$ cat src/rtl/timer_irq_pkg.sv
// Shared defaults and helpers for the timer_irq event collector.
// Miss counters exist only when TIMER_IRQ_MISS_EN is defined.
package timer_irq_pkg;

  localparam int N_DEFAULT  = 4;
  localparam int CW_DEFAULT = 4;

  // Smallest id width with 2**w >= n, never below one bit.
  function automatic int id_width(input int n);
    return (n <= 1) ? 1 : $clog2(n);
  endfunction

  // Base bit of channel i inside the packed miss vector.
  function automatic int miss_base(input int i, input int cw);
    return i * cw;
  endfunction

endpackage

$ cat src/rtl/timer_irq_chan.sv
// One event channel: edge detector, sticky pending bit and optional
// saturating miss counter (TIMER_IRQ_MISS_EN).
module timer_irq_chan
  import timer_irq_pkg::*;
#(
  parameter int CW = CW_DEFAULT
) (
  input  logic          clock,
  input  logic          reset,
  input  logic          event_line,
  input  logic          ack,
  output logic          pending,
  output logic [CW-1:0] miss
);

  logic prev_reg;
  logic pending_reg;
  logic rise;

  assign rise = event_line & ~prev_reg;

  // A rise always wins over a coincident acknowledge.
  always_ff @(posedge clock or posedge reset) begin
    if (reset) begin
      prev_reg    <= 1'b0;
      pending_reg <= 1'b0;
    end else begin
      prev_reg <= event_line;
      if (rise)
        pending_reg <= 1'b1;
      else if (ack)
        pending_reg <= 1'b0;
    end
  end

  assign pending = pending_reg;

`ifdef TIMER_IRQ_MISS_EN
  logic [CW-1:0] miss_reg;

  // Acknowledge clears the count even when a rise coincides.
  always_ff @(posedge clock or posedge reset) begin
    if (reset)
      miss_reg <= '0;
    else if (ack)
      miss_reg <= '0;
    else if (rise && pending_reg && (miss_reg != {CW{1'b1}}))
      miss_reg <= miss_reg + CW'(1);
  end

  assign miss = miss_reg;
`else
  assign miss = '0;
`endif

endmodule

$ cat src/rtl/timer_irq.sv
// Timer event collector: per-channel sticky pending bits, mask register,
// lowest-index interrupt id. Miss counters enabled by TIMER_IRQ_MISS_EN.
module timer_irq
  import timer_irq_pkg::*;
#(
  parameter int N  = N_DEFAULT,
  parameter int CW = CW_DEFAULT,
  parameter int IW = id_width(N)
) (
  input  logic            reset,
  input  logic            clock,
  input  logic [N-1:0]    events,
  input  logic            mask_put,
  input  logic [N-1:0]    mask_value,
  input  logic            ack_put,
  input  logic [N-1:0]    ack_value,
  output logic [N-1:0]    pending,
  output logic            irq,
  output logic [IW-1:0]   id,
  output logic [N*CW-1:0] miss
);

  logic [N-1:0] mask_reg;
  logic [N-1:0] active;

  always_ff @(posedge clock or posedge reset) begin
    if (reset)
      mask_reg <= '0;
    else if (mask_put)
      mask_reg <= mask_value;
  end

  for (genvar gi = 0; gi < N; gi++) begin : g_chan
    timer_irq_chan #(
      .CW(CW)
    ) u_chan (
      .clock     (clock),
      .reset     (reset),
      .event_line(events[gi]),
      .ack       (ack_put & ack_value[gi]),
      .pending   (pending[gi]),
      .miss      (miss[miss_base(gi, CW) +: CW])
    );
  end

  // irq and id depend on registers only.
  assign active = pending & mask_reg;
  assign irq    = |active;

  always_comb begin
    id = '0;
    for (int i = N - 1; i >= 0; i--) begin
      if (active[i])
        id = IW'(i);
    end
  end

endmodule

$ cat config.mk
export PLATFORM = sky130hd
export DESIGN_NAME = timer_irq
export DESIGN_NICKNAME = d
export VERILOG_FILES = /design/src/rtl/timer_irq_pkg.sv /design/src/rtl/timer_irq_chan.sv /design/src/rtl/timer_irq.sv
export SDC_FILE = /design/constraint.sdc
export NUM_CORES = 1
export LEC_CHECK = 0
export BUFFER_PORTS_ARGS = -buffer_cell sky130_fd_sc_hd__buf_4
export CORE_UTILIZATION = 37
export CTS_CLUSTER_SIZE = 16
export DETAILED_ROUTE_END_ITERATION = 8
export MAX_ROUTING_LAYER = met4
export PLACE_DENSITY = 0.81
export SETUP_SLACK_MARGIN = 0.4
export SLEW_MARGIN = 20
export SYNTH_ARGS = -nofsm -noshare
export SYNTH_HDL_FRONTEND = slang
export SYNTH_HIERARCHICAL = 1
export SYNTH_SLANG_ARGS = --single-unit
$ cat constraint.sdc
create_clock -name clock -period 0.8 [get_ports clock]
set_clock_uncertainty 0.05 [all_clocks]
set_input_delay 0.08 -clock clock [delete_from_list [all_inputs] [get_ports clock]]
set_output_delay 0.08 -clock clock [all_outputs]
set_load 0.01 [all_outputs]
---- After elaboration in Yosys (flattened, before gate mapping) ----
Index checks and enable logic that the tools add are counted.
word-level totals
  flip-flop bits (word level) ............. 12
  input bits .............................. 16
  output and inout bits ................... 23
operators by class
  mux-type cells .......................... 12
  bitwise gates (word level) .............. 13
  reductions and logical operators ........ 5
operators with widths
  kind               number
  $and 1x1->1        8
  $mux 1             8
  $mux 2             4
  $reduce_bool 2->1  4
  $and 4x4->4        1
  $not 1->1          4
  $reduce_or 4->1    1

---- Longest topological paths before layout ----
Gate-level depths: netlist of run 1.
  depth in word-level cells ............... 5
  mapped depth ............................ 3

---- Modules after synthesis ----
Netlist of run 1, hierarchy kept.
by module, submodules not included
  module          instances  cells each  area an instance (sq um)  sequential area each (sq um)
  timer_irq_chan  4          11          107.6                     50.0
  timer_irq       1          20          216.5                     100.1

---- Worst setup path before layout of run 1 ----
No wires, ideal clock.
  path kind ............................... register -> output
  start point ............................. register g_chan[1].u_chan.pending_reg
  end point ............................... output port id[1]
  arrival time ............................ 858 ps
  required time ........................... 670 ps
  path slack .............................. -188 ps
  cell stages (with the launch flop) ...... 3
  buffers on the path ..................... 0
  cells stage by stage .................... dfrtp_1 -> a22oi_1 -> nor2b_1
on the way
  word-level cells in the longest chain between the ends .. 3
RTL lines
  what                    RTL line              source
  from (decl)             timer_irq_chan.sv:17  logic pending_reg;
  from (signal assigned)  timer_irq_chan.sv:26  pending_reg <= 1'b0;
  from (signal assigned)  timer_irq_chan.sv:30  pending_reg <= 1'b1;
  from (signal assigned)  timer_irq_chan.sv:32  pending_reg <= 1'b0;
  $and 4x4->4             timer_irq.sv:47       assign active = pending & mask_reg;
  $mux 2 (2 in series)    timer_irq.sv:53       if (active[i])
  to (decl)               timer_irq.sv:19       output logic [IW-1:0] id,
Every way passes these cells.

---- Worst setup path in the final report of run 1 ----
Ends and elaborated chain as after synthesis.

==> results of run 1 <==
==> power by group <==
group | switching, µW | internal [µW] | leakage (µW)
clock | 205 | 276 | 0.0000210
combinational | 204 | 298 | 0.000363
sequential | 57.9 | 662 | 0.000136
==> synth_stat cells, drive strengths merged <==
master / count
a21oi: 1
a22oi: 2
a32oi: 1
and2: 4
buf: 16
conb: 4
dfrtp: 12
inv: 13
mux2: 4
nand2: 2
nor2b: 1
o22ai: 4
==> layer usage <==
layer  vias to the layer above  global-route usage, %  share of wire [%]  wire (µm)
met3                         0                   5.83                7.5         95
met1                       237                   16.7                 37        476
met4                         0                   4.38                  0          0
met2                        28                   29.3                 55        700
li1                        225                      -                  -          -
met5                         -                      -                  0          0
==> worst max path at each step <==
stage | startpoint | to | slack [ns] | cells past startpoint
after floorplan | g_chan[2].u_chan/pending | irq | -0.11 | 2
after detailed placement | mask_reg[1] | id[1] | -0.23 | 3
after global placement | mask_reg[2] | irq | -0.20 | 3
final | g_chan[1].u_chan/pending | id[1] | -0.53 | 3
after CTS | g_chan[2].u_chan/pending | irq | -0.52 | 3
after global routing | g_chan[2].u_chan/pending | irq | -0.57 | 3
==> area by class of cell <==
| type | count | area (µm²) | area share, % |
|---|---|---|---|
| clock buffers | 4 | 36.3 | 3.87 |
| inverters | 13 | 48.8 | 5.21 |
| repair buffers | 31 | 263 | 28.0 |
| multi-input cells | 35 | 267 | 28.4 |
| well taps | 16 | 20.0 | 2.14 |
| flip-flops and latches | 12 | 303 | 32.3 |
==> critical path: stages (launching register included) <==
cell	delay, ns
dfrtp_1	0.42
a22oi_2	0.22
nor2b_4	0.18
buf_6	0.11
==> cells by family after synthesis <==
family                 count (synthesis)
other                                  4
DFF                                   12
AOI/OAI and AO/OA                      8
and+or+nand+nor                        7
buffers and inverters                 29
muxes                                  4
==> timing repair <==
item	CTS	global route
setup endpoints to repair	15	15
pin swaps	3	2
gates cloned	0	0
gates resized for setup	9	4
setup buffers	1	2
hold endpoints to repair	20	20
==> per-stage QoR <==
stage,power [µW],instance area [µm²],util [%],setup slack (ns),hold WS [ns]
finish,1700,937,59.4,-0.529,-0.363
CTS,1680,910,57.7,-0.520,-0.372
detailed placement,1150,836,53.0,-0.227,-0.0755
floorplan,981,726,-,-0.110,-0.229
global route,1800,937,59.4,-0.573,-0.381
global placement,1130,836,53.0,-0.198,-0.0770
==> out/metrics.cfg, run 1 <==
[timing]
fmax_mhz = 752
fin_crit_sh_pct = 166
rsz0062_at_grt = true
maxSlewViolCount = 0
layout_setup_ws_ns = -0.529
timing.hold.ws_ns = -0.363
final.setup.tns_ns = -3.44
finalHoldViolations = 20
setup_viol = 15
post-route-min-period_ns = 1.33

[setup_path]
cp_max_fo = 3
r2r_setup_slack_ns = -0.15
required_ns = 0.67
crit_arrival_ns = 1.20
r2r-end = g_chan[1].u_chan/pending
crit_path_start_kind = flop
rr_startpoint = g_chan[1].u_chan/pending
rr_worst_depth = 4
cp-end-kind = primary output
path_class = reg2out

[die]
io_pins = 39
start_util_pct = 41.0
core_area_um2 = 1580
die_width_um = 43.8
die_y_um = 43.8
rows = 14
die-area_um2 = 1920

[routing]
routedWlPerCell_um = 11.5
via_per_inst = 4.41
wl_um = 1270
drc = 5
drt_pre_antenna_iters = 6
first_iter_violations = 10
vias = 490
ant_nets = 0

[synthesis]
synth_top_cell_area_share_pct = 46.4
ys_seq_area_share_pct = 46.4
synth_area_um2 = 647
syn_avg_cell_area_um2 = 10.1
synthCells = 64
ys_warn_count = 6
synthMuxAreaShare_pct = 6.96
synthXorXnorAreaFrac_pct = 0
synth_compound_area_share_pct = 12.2
synth_top_family_by_area = buffers and inverters
synthSimpleGateAreaFrac_pct = 6.00
ys_types = 12
synth_area_leaders = dfrtp_1, buf_4, o22ai_2
yosysTopAreaCell = dfrtp_1
synthAdderAreaFrac_pct = 0
synth-seq-cells = 12

[status]
failed_checks = DRC, hold timing, setup timing
status = complete, but fails checks

[layout]
final_cell_mix = buf_4, conb_1, inv_1, dfrtp_1, buf_6
fillers = 128
final_layout_size_suffix_gt1_share_pct = 55.8
layout_commonest_cell = buf_4
syn2layout_area_growth_pct = 44.9
fin_nets = 112
num_antenna_cells = 0
fin_cells = 111

[global_routing]
grt_max_degree = 8
track_usage_pct = 16.4
grt_antenna_before_repair = 0
grt_pass1_wl_um = 2260
grt_overflow = 0
grt_pass1_vias = 532

[clock_tree]
clock-sinks = 12
cts_made_buffers = 3
htree_num_levels = 1
clockRootBuffer = clkbuf_4
cts_tree = built
clkLatencyLatePin_ns = 0.27
cts_buffer_depth = 2
cts.reportedPaths.clkPinSlew_ns = 0.08

[placement]
io_buffers = 22
place_hpwl_um = 991
dp_cells = 104
gp_congestion = 0.713

[hold_path]
hold_path.class = in2async

[pwr]
ir_drop_v = 0.00128
p_per_area_nw_per_um2 = 1820
power.leakage_uw = 0.000521

[job]
cap_violations = 0

No activity file was read; power rests on OpenSTA's default activity.
==> run 2, diff against run 1 <==
--- a/config.mk
+++ b/config.mk
@@ -5,7 +5,7 @@
 export SDC_FILE = /design/constraint.sdc
 export NUM_CORES = 1
 export LEC_CHECK = 0
-export BUFFER_PORTS_ARGS = -buffer_cell sky130_fd_sc_hd__buf_4
+export BUFFER_PORTS_ARGS = -buffer_cell sky130_fd_sc_hd__buf_2
 export CORE_UTILIZATION = 37
 export CTS_CLUSTER_SIZE = 16
 export DETAILED_ROUTE_END_ITERATION = 8
==> run 2 against run 1 <==
Effect of this change:
- sequential share of layout area up 2.4 points
- die area unchanged
- wire length shrank 5.5%
- count of clock-buffer cells in the layout is the same
- register-to-register slack better by 0.06 ns
- via count shrank 2.9%
- maximum frequency rose by 0.51%
- the flow still finishes with violations (DRC, hold timing, setup timing)
- cell count down 1.8%
- power decreased by 3.7%
- sequential power down 1%
- global-route usage fell by 0.27 points
- largest cell class unchanged
- core utilization decreased by 4.4 points
==> out/metrics.cfg, run 2 (same netlist as run 1, synthesis figures left out) <==
[status]
status = complete, but fails checks
failed_checks = DRC, hold timing, setup timing

[routing]
drc = 4  ; -1
drt_pre_antenna_iters = 6  ; unchanged
vias = 476  ; -2.9%
routedWlPerCell_um = 11.0  ; -3.8%
first_iter_violations = 5  ; -5
met3_length_um = 131  ; +38%
wl_um = 1200  ; -5.5%
wl_met2_um = 650  ; -7.1%
met1Wirelength_um = 405  ; -15%
via_per_inst = 4.37  ; -1.1%
highest_layer = met4
ant_nets = 0  ; unchanged

[clock_tree]
clkLatencyLatePin_ns = 0.27  ; about the same
cts_tree = built
htree_num_levels = 1  ; unchanged
clockRootBuffer = clkbuf_4
cts_buffer_depth = 2  ; unchanged
cts_made_buffers = 3  ; unchanged
cts.reportedPaths.clkPinSlew_ns = 0.08  ; about the same
clock-sinks = 12  ; unchanged

[global_routing]
grt_pass1_vias = 499  ; -6.2%
grt_pass1_wl_um = 2060  ; -8.6%
grt_overflow = 0  ; unchanged
grt_antenna_before_repair = 0  ; unchanged
track_usage_pct = 16.1  ; -0.27 points
grt_max_degree = 8  ; unchanged

[pwr]
ir_drop_v = 0.00124  ; -3.6%
power.leakage_uw = 0.000493  ; -5.2%
p_per_area_nw_per_um2 = 1890  ; +3.9%
power.internal_uw = 1180  ; -4.2%
swShare_pct = 27.8  ; +0.37 points
clockPowerShare_pct = 29.6  ; +1.4 points
p_sw_uw = 456  ; -2.4%
pwr-share-seq_pct = 43.4  ; +1.1 points
pwr-share-comb_pct = 27.0  ; -2.5 points

[placement]
io_buffers = 22  ; unchanged
place_hpwl_um = 1030  ; +3.8%
pre_cts_slack_ns = -0.249  ; -0.0222 ns
post_dp_cell_area_um2 = 781  ; -6.6%
gp_congestion = 0.748  ; +4.8%

[timing]
timing.hold.ws_ns = -0.364  ; -0.000952 ns
fmax_mhz = 756  ; +0.51%
layout_setup_ws_ns = -0.522  ; +0.00673 ns
post-route-min-period_ns = 1.32  ; -0.00673 ns
fin_crit_sh_pct = 165  ; -0.84 points
setup_viol = 14  ; -1
finalHoldViolations = 20  ; unchanged
rsz0062_at_grt = true
maxSlewViolCount = 0  ; unchanged

[setup_path]
cp_max_fo = 3  ; unchanged
required_ns = 0.67  ; about the same
rr_startpoint = g_chan[2].u_chan/pending
path_class = reg2out
crit_path_start_kind = flop
crit_arrival_ns = 1.19  ; about the same
crit_start = mask_reg[2]
cp-end-kind = primary output

[die]
die_y_um = 43.8  ; unchanged
io_pins = 39  ; unchanged
die-area_um2 = 1920  ; unchanged
start_util_pct = 41.0  ; unchanged
rows = 14  ; unchanged
core_area_um2 = 1580  ; unchanged
die_width_um = 43.8  ; unchanged

[layout]
fin_nets = 110  ; -1.8%
num_antenna_cells = 0  ; unchanged
fin_area_um2 = 868  ; -7.3%
syn2layout_area_growth_pct = 34.2
final_core_util_pct = 55.1  ; -4.4 points
final_cell_mix = buf_2, conb_1, dfrtp_1
final_layout_size_suffix_gt1_share_pct = 53.8  ; -2.0 points
layout_commonest_cell = buf_2

[hold_path]
hold_path.class = in2async

[job]
cap_violations = 0  ; unchanged

[run 2: cell types whose count changed in the layout (fill, tap and decap cells not counted), sizes merged]
cell,previous run,this run
buf,31,29
[run 2: per-layer routing]
metal	track usage (%)	up-vias
met3	8.33	3
met1	15.1	219
li1	-	223
met2	27.8	31
met5	-	-
met4	5.63	0
[run 2: repair_timing]
item	CTS	global route
resized for setup	10	2
setup buffers	1	0
gates cloned	0	0
pin swaps	3	2
endpoints found under the setup margin	15	15
endpoints found under the hold margin	20	20
[run 2: layout make-up]
| cell class | instances | area (µm²) |
|---|---|---|
| fillers | 141 | 708 |
| multi-input cells | 35 | 259 |
| flip-flops and latches | 12 | 302 |
| well taps | 16 | 20.0 |
| repair buffers | 29 | 203 |
| clock buffers | 4 | 36.3 |
| inverters | 13 | 48.8 |
[run 2: worst paths after layout]
| check | endpoint | slack [ns] | cells past startpoint |
|---|---|---|---|
| worst min register to register | g_chan[2].u_chan/pending | 0.40 | 1 |
| max in group asynchronous | mask_reg[0] | 0.88 | 2 |
| worst min-delay path | g_chan[2].u_chan/pending | -0.36 | 2 |
| worst max register to register | g_chan[2].u_chan/pending | -0.09 | 4 |
| worst max-delay path | irq | -0.52 | 3 |
| min in group clock | g_chan[2].u_chan/prev_reg | -0.13 | 1 |
[run 2: through the flow]
stage,instances,power (µW),TNS (ns)
6_report,109,1640,-3.01
2_1_floorplan,76,981,-0.359
3_3_place_gp,104,1080,-0.663
4_1_cts,109,1660,-3.13
5_1_grt,109,1750,-3.62
3_5_place_dp,104,1100,-0.876
[run 2: worst max-delay path, stage by stage, from the launching register on]
cell	delay, ns
dfrtp_1	0.40
a22oi_2	0.28
nand2_1	0.09
buf_2	0.14
[run 2: power by group through the flow]
stage	sequential, µW	clock (µW)	combinational, µW
after floorplan	730	0	251
after global placement	717	0	363
after detailed placement	721	0	378
after CTS	712	504	443
after global routing	719	544	482
final	712	486	442
